[src/rtl/alu_opstage.sv]
// alu_opstage: registered operand/decode stage ahead of the Beta ALU units.
// Selects and sign-extends operand B, decodes the opcode into unit/fn/sfn,
// and holds results in an output register backed by a one-entry skid buffer
// so in_ready never depends combinationally on out_ready.
module alu_opstage (
    input  logic        clk,
    input  logic        reset,
    input  logic        flush,
    input  logic        in_valid,
    output logic        in_ready,
    input  logic [5:0]  in_op,
    input  logic [31:0] in_ra,
    input  logic [31:0] in_rb,
    input  logic [15:0] in_lit,
    output logic        out_valid,
    input  logic        out_ready,
    output logic [31:0] out_a,
    output logic [31:0] out_b,
    output logic [2:0]  out_unit,
    output logic [3:0]  out_fn,
    output logic [1:0]  out_sfn,
    output logic        out_illegal
);

    typedef enum logic [2:0] {
        UNIT_ARITH   = 3'd0,
        UNIT_CMP     = 3'd1,
        UNIT_BOOL    = 3'd2,
        UNIT_SHIFT   = 3'd3,
        UNIT_MUL     = 3'd4,
        UNIT_ILLEGAL = 3'd7
    } unit_e;

    typedef enum logic [1:0] {
        SFN_SHL = 2'b00,
        SFN_SHR = 2'b01,
        SFN_SRA = 2'b11
    } sfn_e;

    typedef struct packed {
        logic [31:0] a;
        logic [31:0] b;
        unit_e       unit;
        logic [3:0]  fn;
        sfn_e        sfn;
        logic        illegal;
    } entry_t;

    entry_t dec;
    entry_t out_q;
    entry_t skid_q;
    logic   skid_valid;
    logic   accept;

    assign in_ready = !skid_valid;
    assign accept   = in_valid && in_ready;

    // Decode the incoming instruction into the entry format held by both registers.
    always_comb begin
        // NOTE: every field gets a default first so no path leaves it unassigned
        // (an unassigned path in always_comb would infer a latch).
        dec.a       = in_ra;
        dec.b       = in_op[4] ? {{16{in_lit[15]}}, in_lit} : in_rb;
        dec.unit    = UNIT_ILLEGAL;
        dec.fn      = in_op[3:0];
        dec.sfn     = SFN_SHL;
        dec.illegal = 1'b1;
        if (in_op[5]) begin
            unique case (in_op[3:0])
                4'h0, 4'h1:             dec.unit = UNIT_ARITH;
                4'h2:                   dec.unit = UNIT_MUL;
                4'h4, 4'h5, 4'h6:       dec.unit = UNIT_CMP;
                4'h8, 4'h9, 4'hA, 4'hB: dec.unit = UNIT_BOOL;
                4'hC:                   dec.unit = UNIT_SHIFT;
                4'hD: begin
                    dec.unit = UNIT_SHIFT;
                    dec.sfn  = SFN_SHR;
                end
                4'hE: begin
                    dec.unit = UNIT_SHIFT;
                    dec.sfn  = SFN_SRA;
                end
                default:                dec.unit = UNIT_ILLEGAL; // DIV, 0x7, 0xF
            endcase
            dec.illegal = (dec.unit == UNIT_ILLEGAL);
        end
    end

    // Output register plus skid buffer; SKID always drains into OUT first to keep FIFO order.
    always_ff @(posedge clk or posedge reset) begin
        if (reset) begin
            // NOTE: the data fields are reset too, because the outputs must read
            // zero during reset, not just the valid bits.
            out_valid  <= 1'b0;
            skid_valid <= 1'b0;
            out_q      <= '0;
            skid_q     <= '0;
        end else if (flush) begin
            out_valid  <= 1'b0;
            skid_valid <= 1'b0;
        end else if (!out_valid || out_ready) begin
            // NOTE: non-blocking assignments so every register samples the
            // pre-edge values; blocking here would let SKID and OUT race.
            if (skid_valid) begin
                out_q      <= skid_q;
                out_valid  <= 1'b1;
                skid_valid <= 1'b0;
            end else if (accept) begin
                out_q     <= dec;
                out_valid <= 1'b1;
            end else begin
                out_valid <= 1'b0;
            end
        end else if (accept) begin
            skid_q     <= dec;
            skid_valid <= 1'b1;
        end
    end

    assign out_a       = out_q.a;
    assign out_b       = out_q.b;
    assign out_unit    = out_q.unit;
    assign out_fn      = out_q.fn;
    assign out_sfn     = out_q.sfn;
    assign out_illegal = out_q.illegal;

endmodule
[config.mk]
export PLATFORM = sky130hd
export DESIGN_NAME = alu_opstage
export DESIGN_NICKNAME = d
export VERILOG_FILES = /design/src/rtl/alu_opstage.sv
export SDC_FILE = /design/constraint.sdc
export NUM_CORES = 1
export LEC_CHECK = 0
export BUFFER_PORTS_ARGS = -buffer_cell sky130_fd_sc_hd__buf_2
export CORE_MARGIN = 8
export CORE_UTILIZATION = 49
export DETAILED_ROUTE_END_ITERATION = 8
export GPL_TIMING_DRIVEN = 0
export PLACE_DENSITY_LB_ADDON = 0.12
export SLEW_MARGIN = 40
export SYNTH_ARGS = -nofsm -noshare
export SYNTH_HDL_FRONTEND = slang
export SYNTH_SLANG_ARGS = --single-unit
[constraint.sdc]
create_clock -name clk -period 4.6 [get_ports clk]
set_clock_uncertainty 0.1 [all_clocks]
set_input_delay 0.46 -clock clk [delete_from_list [all_inputs] [get_ports clk]]
set_output_delay 0.46 -clock clk [all_outputs]
set_load 0.01 [all_outputs]
==> results.py, run 1 <==
metrics = {
    "status": {
        "status": "finished clean",
    },
    "worst_setup_path": {
        "crit_required_ns": 4.04,
        "rr_endpoint": "skid_q[49]$_DFFE_PP0P_",
        "cpPeakStageDelay_ns": 0.38,
        "worst_ep_arrival_time_ns": 1.39,
        "rr_startpoint": "skid_valid$_DFFE_PP0P_",
        "r2r_cells": 6,
        "slowest_stage": "dfrtp_1",
        "startpoint_type": "flop",
        "critPathKind": "reg -> out",
        "cp_common_cell": "buf_2",
        "crit_path_end_kind": "output port",
        "worstPathCellList": "buf_2 > inv_1 > buf_2",
        "r2r_slack_ns": 2.79,
        "worstPathMaxFanout": 10,
        "cp_num_cells": 3,
        "cp_top_family": "buffers and inverters",
        "path_buf_inv": 3,
    },
    "clock_network": {
        "cts_buffers": 17,
        "cts-htree-levels": 4,
        "cts.sinks": 150,
        "cts_tree": "done",
        "cts_max_path_buffers": 2,
        "clk_pin_slew_ns": 0.05,
        "cts-resized-gates": 0,
        "insertion_delay_ns": 0.41,
        "post_cts_buffers": 0,
        "cts-root-buf": "clkbuf_16",
    },
    "cells_and_area": {
        "n_antenna_cell": 0,
        "area_growth_pct": 24.0,
        "drive_gt1_frac": 0.378,
        "design_area_um2": 8670,
        "multiInputGateArea_um2": 2870,
        "final_util": 0.622,
        "final_nets": 858,
        "seq_area_um2": 3750,
        "fill_cells": 1137,
    },
    "grt": {
        "grt_max_degree": 67,
        "grt.overflow.total": 0,
        "first_global_vias": 5464,
        "antenna_found_initial": 2,
        "grt_pass1_wl_um": 28000,
        "track_usage": 0.192,
    },
    "floorplan": {
        "core-area_um2": 13900,
        "die_area_um2": 18300,
        "start_util": 0.502,
        "fp.dieW_um": 135,
        "die_h_um": 135,
        "num_rows": 43,
        "pin_count": 167,
    },
    "placed_design": {
        "place_hpwl_um": 12400,
        "dpl-instance-area_um2": 8100,
        "port_buffers": 164,
        "gp_congestion": 0.751,
    },
    "pwr": {
        "p_leak_nw": 4.37,
        "p_per_area_nw_per_um2": 440,
        "ir_drop_uv": 246,
        "power_mw": 3.81,
    },
    "logic_synthesis": {
        "synthesis.nets": 672,
        "synth_area_leaders": "dfrtp_1 (54%), mux2i_1 (14%), mux2_2 (7.9%)",
        "yosys_warnings": 0,
        "ys_types": 29,
        "yosys_register_bits": 150,
        "syn_area_per_cell_um2": 12.0,
        "synth_top_area_frac": 0.537,
        "synth_area_um2": 6990,
        "syn_inst": 581,
        "ys_seq_area_frac": 0.537,
        "synth_top_cell_by_area": "dfrtp_1",
    },
    "timing": {
        "tightestPinTransition_ns": 0.503,
        "period_share": 0.424,
        "fmax_mhz": 512,
        "rsz0062_at_grt": "false",
        "tns_ns": 0,
        "finalMaxSlewViolations": 0,
        "whs_ns": 0.138,
        "finalHoldViolCount": 0,
        "slew-limit-headroom": 0.664,
        "period_minus_slack_ns": 1.95,
        "finalSetupViolations": 0,
    },
    "flow_run": {
        "drv_cap": 0,
    },
    "worst_hold_path": {
        "hp-class": "in -> reg",
        "hold_depth": 2,
        "worstHoldStart": "out_ready",
        "min_to": "skid_valid$_DFFE_PP0P_",
    },
    "route": {
        "antenna_left": 0,
        "drc": 0,
        "drt_iter0_drc": 275,
        "vias_per_cell": 5.30,
        "wirelength_um": 17100,
        "vias": 5076,
        "firstDrtPassIters": 7,
        "wire_per_inst_um": 17.9,
    },
}
kinds of logic (layout without fill, tap and decap cells):
logic type	after synthesis	in the layout	synth area share
compound gates	116	116	0.0875
simple gates	60	60	0.0399
xor+xnor	1	1	0.00125
buf+inv	77	274	0.0523
flops	150	150	0.537
mux	177	177	0.282
layer usage:
layer / up-vias / global-route usage / wire [um]
met1: 2518 / 0.234 / 7380
li1: 2378 / - / -
met4: 4 / 0.0679 / 250
met2: 154 / 0.319 / 8310
met5: - / 0 / 22
met3: 22 / 0.0534 / 1160
what timing repair did:
action	in CTS	in global routing
hold endpoints to repair	37	0
hold buffers	1	0
endpoints found under the setup margin	0	0
worst max-delay path by stage:
stage / slack [ns] / from / end
floorplan: 0.004 / reset / out_a[0]$_DFFE_PP0P_
global placement: -1.59 / reset / out_b[4]$_DFFE_PP0P_
detailed placement: 2.60 / flush / out_b[19]$_DFFE_PP0P_
CTS: 2.61 / skid_valid$_DFFE_PP0P_ / in_ready
global route: 2.55 / skid_valid$_DFFE_PP0P_ / in_ready
finish: 2.65 / skid_valid$_DFFE_PP0P_ / in_ready
layout make-up:
class,instances,share of cell area
Timing Repair Buffer,167,0.102
Tap cell,180,0.0260
Multi-Input combinational cell,354,0.331
Inverter,35,0.0160
Clock buffer,26,0.0564
Clock inverter,4,0.00808
Sequential cell,150,0.433
Buffer,42,0.0270
state kept, by name, summed over array words and instances, names as in the netlist:
register and count:
out_sfn 2, out_valid 1, skid_valid 1, out_fn 4, out_a 32, out_b 32
out_illegal 1, skid_q 74, out_unit 3
per-stage QoR:
| step | worst slack (ns) | std cells |
|---|---|---|
| after global routing | 2.55 | 958 |
| after global placement | -1.59 | 925 |
| after CTS | 2.61 | 958 |
| final | 2.65 | 958 |
| after floorplan | 0.00361 | 581 |
| after detailed placement | 2.60 | 927 |
Yosys cell counts:
cell / n
nand3b_1: 2
dfrtp_1: 150
mux2_4: 28
xnor2_1: 1
buf_4: 11
nor2_4: 1
o211ai_1: 1
nand2b_1: 1
o31ai_1: 4
and4b_1: 1
a22o_1: 2
buf_6: 3
buf_2: 10
a31oi_1: 1
nand2_1: 36
o21bai_2: 1
o21ai_0: 94
mux2i_1: 100
nor3_1: 3
o311ai_0: 1
nor3b_1: 1
nor2_1: 5
clkbuf_1: 18
nand3_1: 2
inv_1: 35
nor2b_1: 7
or2_1: 1
o21ai_1: 12
mux2_2: 49
layout by cell type (no fill, tap or decap), types with 2 or more instances in the layout:
cell       count
mux2_2        49
clkinv_2       2
nor2_1         5
o31ai_1        4
mux2i_1      100
buf_6          3
nand2_1       36
buf_2        174
clkbuf_1      24
nor2b_1        7
clkbuf_8       3
nand3_1        2
mux2_4        28
dfrtp_1      150
nor3_1         3
o21ai_0       94
bufinv_16      2
buf_16         2
clkbuf_16     17
a22o_1         2
nand3b_1       2
inv_1         34
buf_4         11
o21ai_1       12
report_power, final:
group | leakage (nW) | internal, mW | switching [mW]
clock | 0.274 | 0.835 | 0.491
sequential | 1.79 | 1.61 | 0.154
combinational | 2.30 | 0.376 | 0.344
total | 4.37 | 2.82 | 0.989
(Power assumes the default switching activity.)
==> run 2: changes to the inputs <==
--- a/config.mk
+++ b/config.mk
@@ -5,6 +5,7 @@
 export SDC_FILE = /design/constraint.sdc
 export NUM_CORES = 1
 export LEC_CHECK = 0
+export ABC_AREA = 1
 export BUFFER_PORTS_ARGS = -buffer_cell sky130_fd_sc_hd__buf_2
 export CORE_MARGIN = 8
 export CORE_UTILIZATION = 49
==> constraint.sdc (replaced) <==
create_clock -name clk -period 1.75 [get_ports clk]
set_clock_uncertainty 0.1 [all_clocks]
set_input_delay 0.175 -clock clk [delete_from_list [all_inputs] [get_ports clk]]
set_output_delay 0.175 -clock clk [all_outputs]
set_load 0.01 [all_outputs]
==> run 2 against run 1 <==
Net effect:
- non-clock buffer count rose by 68
- worst setup slack worse by 2.6 ns
- synthesized area shrank 0.95%
- via count up 26%
- global-route usage is 2.6 points higher
- register-to-register slack worse by 2.7 ns
==> results.py, run 2 <==
metrics = {
    "timing": {
        "slew-limit-headroom": 0.660,
        "period_minus_slack_ns": 1.69,
        "fmax_mhz": 590,
        "tns_ns": 0,
        "tightestPinTransition_ns": 0.511,
        "finalHoldViolCount": 0,
        "finalSetupViolations": 0,
        "finalMaxSlewViolations": 0,
        "period_share": 0.969,
        "rsz0062_at_grt": "true",
    },
    "pwr": {
        "pwr-share-comb": 0.185,
        "pwr-share-clk": 0.362,
        "p_int_mw": 7.14,
        "switching_share": 0.285,
        "p_per_area_nw_per_um2": 1080,
        "power_mw": 9.98,
        "p_leak_nw": 5.13,
        "p_switching_mw": 2.85,
        "seqPwrFrac": 0.452,
        "ir_drop_uv": 753,
    },
    "floorplan": {
        "num_rows": 43,
        "start_util": 0.501,
        "pin_count": 167,
        "die_area_um2": 18200,
        "core-area_um2": 13800,
        "die_h_um": 135,
        "fp.dieW_um": 135,
    },
    "route": {
        "wl_met2_um": 9350,
        "vias": 6398,
        "wl_met1_um": 8790,
        "drc": 0,
        "wire_per_inst_um": 14.4,
        "drt_iter0_drc": 325,
        "wl_met3_um": 975,
        "firstDrtPassIters": 4,
        "vias_per_cell": 4.77,
        "wirelength_um": 19400,
        "antenna_left": 0,
        "highest-signal-layer": "met4",
    },
    "logic_synthesis": {
        "synth-async-reset-ratio": 1.00,
        "synth_most_common_cell": "nand2_1",
        "synth_area_leaders": "dfrtp_1 (54%), nand2_1 (24%), o21ai_0 (9.1%)",
        "synth_area_um2": 6930,
        "ys_types": 19,
        "synth_top_cell_by_area": "dfrtp_1",
        "synthAdderAreaFrac": 0,
        "synth_compound_area_frac": 0.0918,
        "synthXorXnorAreaFrac": 0,
        "syn_inst": 905,
        "yosys_warnings": 0,
        "ys_seq_area_frac": 0.542,
        "yosys_register_bits": 150,
        "synthSimpleGateAreaFrac": 0.294,
        "synth_top_area_frac": 0.542,
        "synth_edf_count": 0,
        "synthesis.nets": 996,
        "syn_area_per_cell_um2": 7.65,
        "synthTopCellsByCount": "nand2_1 (438), dfrtp_1 (150), o21ai_0 (126), inv_1 (63), nor2_1 (33)",
        "synth.mux.area_fraction": 0,
        "synth_top_family_by_area": "simple AND/OR/NAND/NOR gates",
        "synth_flop_cell": "dfrtp_1",
    },
    "clock_network": {
        "cts_buffers": 17,
        "cts_tree": "done",
        "cts_max_path_buffers": 2,
        "cts.sinks": 150,
        "cts-root-buf": "clkbuf_16",
        "cts-htree-levels": 4,
        "clk_pin_slew_ns": 0.06,
        "insertion_delay_ns": 0.43,
    },
    "worst_setup_path": {
        "critPathKind": "reg -> out",
        "crit_path_end_kind": "output port",
        "cp_top_family": "buffers and inverters",
        "path_buf_inv": 5,
        "worstPathMaxFanout": 10,
        "cp_common_cell": "buf_8",
        "cpPeakStageDelay_ns": 0.40,
        "slowest_stage": "dfrtp_2",
        "startpoint_type": "flop",
        "crit_required_ns": 1.47,
        "worstPathCellList": "buf_6 > inv_6 > buf_8 > buf_8 > buf_2",
        "worst_ep_arrival_time_ns": 1.42,
    },
    "cells_and_area": {
        "area_growth_pct": 34.1,
        "drive_gt1_frac": 0.225,
        "fin_cells": 1342,
        "final_common_cell": "nand2_1",
        "final_cell_mix": "nand2_1 (438), buf_2 (190), dfrtp_1 (149)",
        "largest_reg_flops": 74,
        "largest-register": "skid_q",
        "final_nets": 1240,
        "n_antenna_cell": 0,
        "design_area_um2": 9290,
        "fill_cells": 1204,
    },
    "worst_hold_path": {
        "hp-class": "in -> reg",
    },
    "flow_run": {
        "drv_cap": 0,
    },
    "grt": {
        "grt_pass1_wl_um": 31600,
        "first_global_vias": 6331,
        "grt.overflow.total": 0,
        "grt_max_degree": 27,
        "track_usage": 0.218,
        "antenna_found_initial": 0,
    },
    "placed_design": {
        "port_buffers": 165,
        "place_inst": 1257,
        "gp_congestion": 0.841,
        "place_hpwl_um": 13600,
        "dpl-instance-area_um2": 8140,
    },
    "status": {
        "status": "finished clean",
    },
}
run 2: changes by cell type after synthesis, sizes merged, moves of 21 or more:
cell / change
mux2i: -100
inv: +30
o21ai: +21
mux2: -77
nor2: +27
nand2: +403
run 2: final timing paths:
path                                        startpoint                      end  slack (ns)  cells after the start
worst min-delay path                          in_op[5]    skid_q[8]$_DFFE_PP0P_        0.01                      4
min in group asynchronous                        reset     out_a[6]$_DFFE_PP0P_        0.15                      3
max in group asynchronous                        reset  out_unit[0]$_DFFE_PP0P_        0.41                      7
worst max-delay path            skid_valid$_DFFE_PP0P_                 in_ready        0.06                      5
worst min register to register   out_a[27]$_DFFE_PP0P_    out_a[27]$_DFFE_PP0P_        0.37                      2
worst max register to register  skid_valid$_DFFE_PP0P_    out_b[15]$_DFFE_PP0P_        0.14                      7
run 2: kinds of logic after synthesis:
| kind of cell | Yosys count |
|---|---|
| AOI/OAI and AO/OA | 127 |
| buffers and inverters | 117 |
| DFF | 150 |
| and+or+nand+nor | 511 |
run 2: final cells by class:
cell class                 count  area (um2)  area share
buffer                        52         290      0.0313
clock buffer                  20         457      0.0492
clock inverter                12         129      0.0139
inverter                      65         253      0.0272
multi-input combinational    638        2670       0.287
sequential                   150        3750       0.404
tap                          180         225      0.0243
timing repair buffer         225        1510       0.162
run 2: metrics by stage:
step | setup slack, ns | utilization | hold WS, ns
2_1_floorplan | -0.414 | - | 0.233
3_3_place_gp | -1.41 | 0.577 | 0.346
6_report | 0.0550 | 0.672 | 0.0128
3_5_place_dp | -0.0956 | 0.589 | 0.0571
5_1_grt | -0.00469 | 0.672 | 0.0188
4_1_cts | 0.0179 | 0.671 | 0.00179
run 2: worst reg2reg max path, stage by stage, from the launching register on:
cell and delay (ns):
dfrtp_2 0.40, buf_6 0.15, inv_6 0.08, buf_8 0.13, clkbuf_1 0.33, o21ai_0 0.17
nand2_1 0.09, nand2_1 0.05
run 2: power groups by stage:
stage / Clock (mW) / Combinational (mW) / Sequential, mW
6_report: 3.62 / 1.85 / 4.52
5_1_grt: 3.81 / 2.11 / 4.59
4_1_cts: 3.65 / 1.88 / 4.51
3_5_place_dp: 0 / 1.77 / 4.56
3_3_place_gp: 0 / 1.69 / 4.54
2_1_floorplan: 0 / 0.901 / 4.66
run 2: repair_timing:
item / in CTS / in global routing
endpoints found under the hold margin: 89 / 0
hold buffers: 51 / 0
gates resized for setup: 9 / 14
setup endpoints to repair: 36 / 50
buffers inserted: 2 / 0
run 2: metal layers:
metal  vias to the layer above  track usage
met3                        20       0.0457
met4                         0       0.0705
met2                       157        0.353
met5                         -            0
met1                      2958        0.286
li1                       3263            -
==> run 3: changes to the inputs <==
--- a/config.mk
+++ b/config.mk
@@ -8,7 +8,8 @@
 export ABC_AREA = 1
 export BUFFER_PORTS_ARGS = -buffer_cell sky130_fd_sc_hd__buf_2
 export CORE_MARGIN = 8
-export CORE_UTILIZATION = 49
+export CORE_UTILIZATION = 50
+export CTS_BUF_LIST = sky130_fd_sc_hd__clkbuf_4 sky130_fd_sc_hd__clkbuf_8
 export DETAILED_ROUTE_END_ITERATION = 8
 export GPL_TIMING_DRIVEN = 0
 export PLACE_DENSITY_LB_ADDON = 0.12
==> run 3 against run 2 <==
Net effect:
- worst setup slack improved by 0.016 ns
- routed wire length fell by 0.68%
- register-to-register slack got worse by 0.03 ns
- first-iteration DRC count rose by 49%
- core utilization shrank 0.16 points
- final cell count up 0.52%
==> results.py, run 3 (synthesis results as in run 2) <==
metrics = {
    "status": {
        "status": "finished clean",
    },
    "floorplan": {
        "pin_count": 167,
        "start_util": 0.505,
        "core-area_um2": 13700,
        "die_area_um2": 17900,
        "num_rows": 43,
        "fp.dieW_um": 134,
        "die_h_um": 134,
    },
    "cells_and_area": {
        "fin_cells": 1349,
        "largest_reg_flops": 74,
        "largest-register": "skid_q",
        "final_nets": 1249,
        "multiInputGateArea_um2": 2670,
        "fill_cells": 1171,
        "final_cell_mix": "nand2_1 (438), buf_2 (187), dfrtp_1 (150)",
        "area_growth_pct": 32.7,
        "drive_gt1_frac": 0.222,
        "final_common_cell": "nand2_1",
        "seq_area_um2": 3750,
        "n_antenna_cell": 0,
    },
    "grt": {
        "grt_pass1_wl_um": 31900,
        "grt_max_degree": 26,
        "antenna_found_initial": 0,
        "first_global_vias": 6299,
        "track_usage": 0.221,
        "grt.overflow.total": 0,
    },
    "route": {
        "wirelength_um": 19200,
        "wire_per_inst_um": 14.3,
        "drt_iter0_drc": 484,
        "drc": 0,
        "vias_per_cell": 4.80,
        "antenna_left": 0,
        "vias": 6473,
        "firstDrtPassIters": 5,
    },
    "clock_network": {
        "cts_buffers": 17,
        "cts_tree": "done",
        "cts.sinks": 150,
        "cts_max_path_buffers": 2,
        "insertion_delay_ns": 0.44,
        "cts-htree-levels": 4,
        "cts-root-buf": "clkbuf_8",
        "clk_pin_slew_ns": 0.08,
    },
    "placed_design": {
        "dp_slack_ns": -0.109,
        "place_hpwl_um": 13500,
        "port_buffers": 165,
        "place_inst": 1256,
        "gp_congestion": 0.802,
    },
    "worst_hold_path": {
        "hold_depth": 3,
        "min_to": "skid_q[3]$_DFFE_PP0P_",
        "worstHoldStart": "in_op[0]",
        "hp-class": "in -> reg",
    },
    "timing": {
        "rsz0062_at_grt": "false",
        "fmax_mhz": 596,
        "finalSetupViolations": 0,
        "setup_ws_ns": 0.0714,
        "finalHoldViolCount": 0,
        "finalMaxSlewViolations": 0,
        "tns_ns": 0,
        "period_minus_slack_ns": 1.68,
        "period_share": 0.959,
        "slew-limit-headroom": 0.642,
        "tightestPinTransition_ns": 0.536,
    },
    "worst_setup_path": {
        "crit_required_ns": 1.47,
        "worstPathMaxFanout": 8,
        "r2r_cells": 10,
        "startpoint_type": "flop",
        "worst_ep_arrival_time_ns": 1.40,
        "worstPathCellList": "buf_6 > inv_4 > buf_6 > buf_8 > buf_6",
        "rr_startpoint": "skid_valid$_DFFE_PP0P_",
        "crit_path_end_kind": "output port",
        "cp_common_cell": "buf_6",
        "cpPeakStageDelay_ns": 0.40,
        "critPathKind": "reg -> out",
        "rr_endpoint": "out_b[0]$_DFFE_PP0P_",
        "r2r_slack_ns": 0.11,
        "slowest_stage": "dfrtp_1",
    },
    "pwr": {
        "ir_drop_uv": 590,
        "p_leak_nw": 5.10,
        "p_per_area_nw_per_um2": 1000,
        "power_mw": 9.23,
    },
    "flow_run": {
        "drv_cap": 0,
    },
}
[run 3: timing repair]
item / in CTS / in global routing
cloned: 0 / 0
buffers inserted: 3 / 3
endpoints found under the hold margin: 130 / 0
endpoints found under the setup margin: 48 / 41
hold buffers: 57 / 0
resized for setup: 9 / 9
[run 3: how the worst max path moves through the flow]
stage                            from                      to  slack, ns  cells past startpoint
3_3_place_gp                    reset  out_sfn[1]$_DFFE_PP0P_      -1.43                      2
2_1_floorplan                   reset    out_a[0]$_DFFE_PP0P_      -0.41                      1
4_1_cts        skid_valid$_DFFE_PP0P_                in_ready      0.002                      5
6_report       skid_valid$_DFFE_PP0P_                in_ready       0.07                      5
3_5_place_dp   skid_valid$_DFFE_PP0P_   out_b[15]$_DFFE_PP0P_      -0.11                      7
5_1_grt        skid_valid$_DFFE_PP0P_   out_b[13]$_DFFE_PP0P_       0.02                      7
[run 3: area by class of cell]
cell class                      instances  area share
Timing Repair Buffer                  234       0.172
Tap cell                              180      0.0245
Sequential cell                       150       0.408
Multi-Input combinational cell        638       0.290
Buffer                                 52      0.0314
Inverter                               65      0.0272
Clock buffer                           20      0.0293
Clock inverter                         10      0.0167
[run 3: worst max-delay path: cells and delay by family (launching register included)]
family	cells	cell delay (ns)
buffers and inverters	5	0.56
DFF	1	0.40
[run 3: power breakdown]
group / switching [mW] / total [mW] / leakage, nW / internal, mW
Clock: 1.26 / 2.88 / 0.221 / 1.62
Combinational: 1.05 / 1.85 / 3.00 / 0.803
Sequential: 0.344 / 4.51 / 1.88 / 4.17
[run 3: routing by layer]
layer  GRT usage  wire length, um  part of all wire
met1       0.300             8900              0.46
met2       0.342             9030              0.47
met3      0.0523             1050             0.054
met4      0.0692              242             0.013
met5           0                0                 0
[run 3: stage by stage]
step	utilization	hold slack (ns)	instance area, um2
5_1_grt	0.670	0.0721	9190
6_report	0.670	0.0452	9190
2_1_floorplan	-	0.233	6930
3_5_place_dp	0.592	0.134	8120
4_1_cts	0.668	0.00385	9160
3_3_place_gp	0.582	0.355	7980
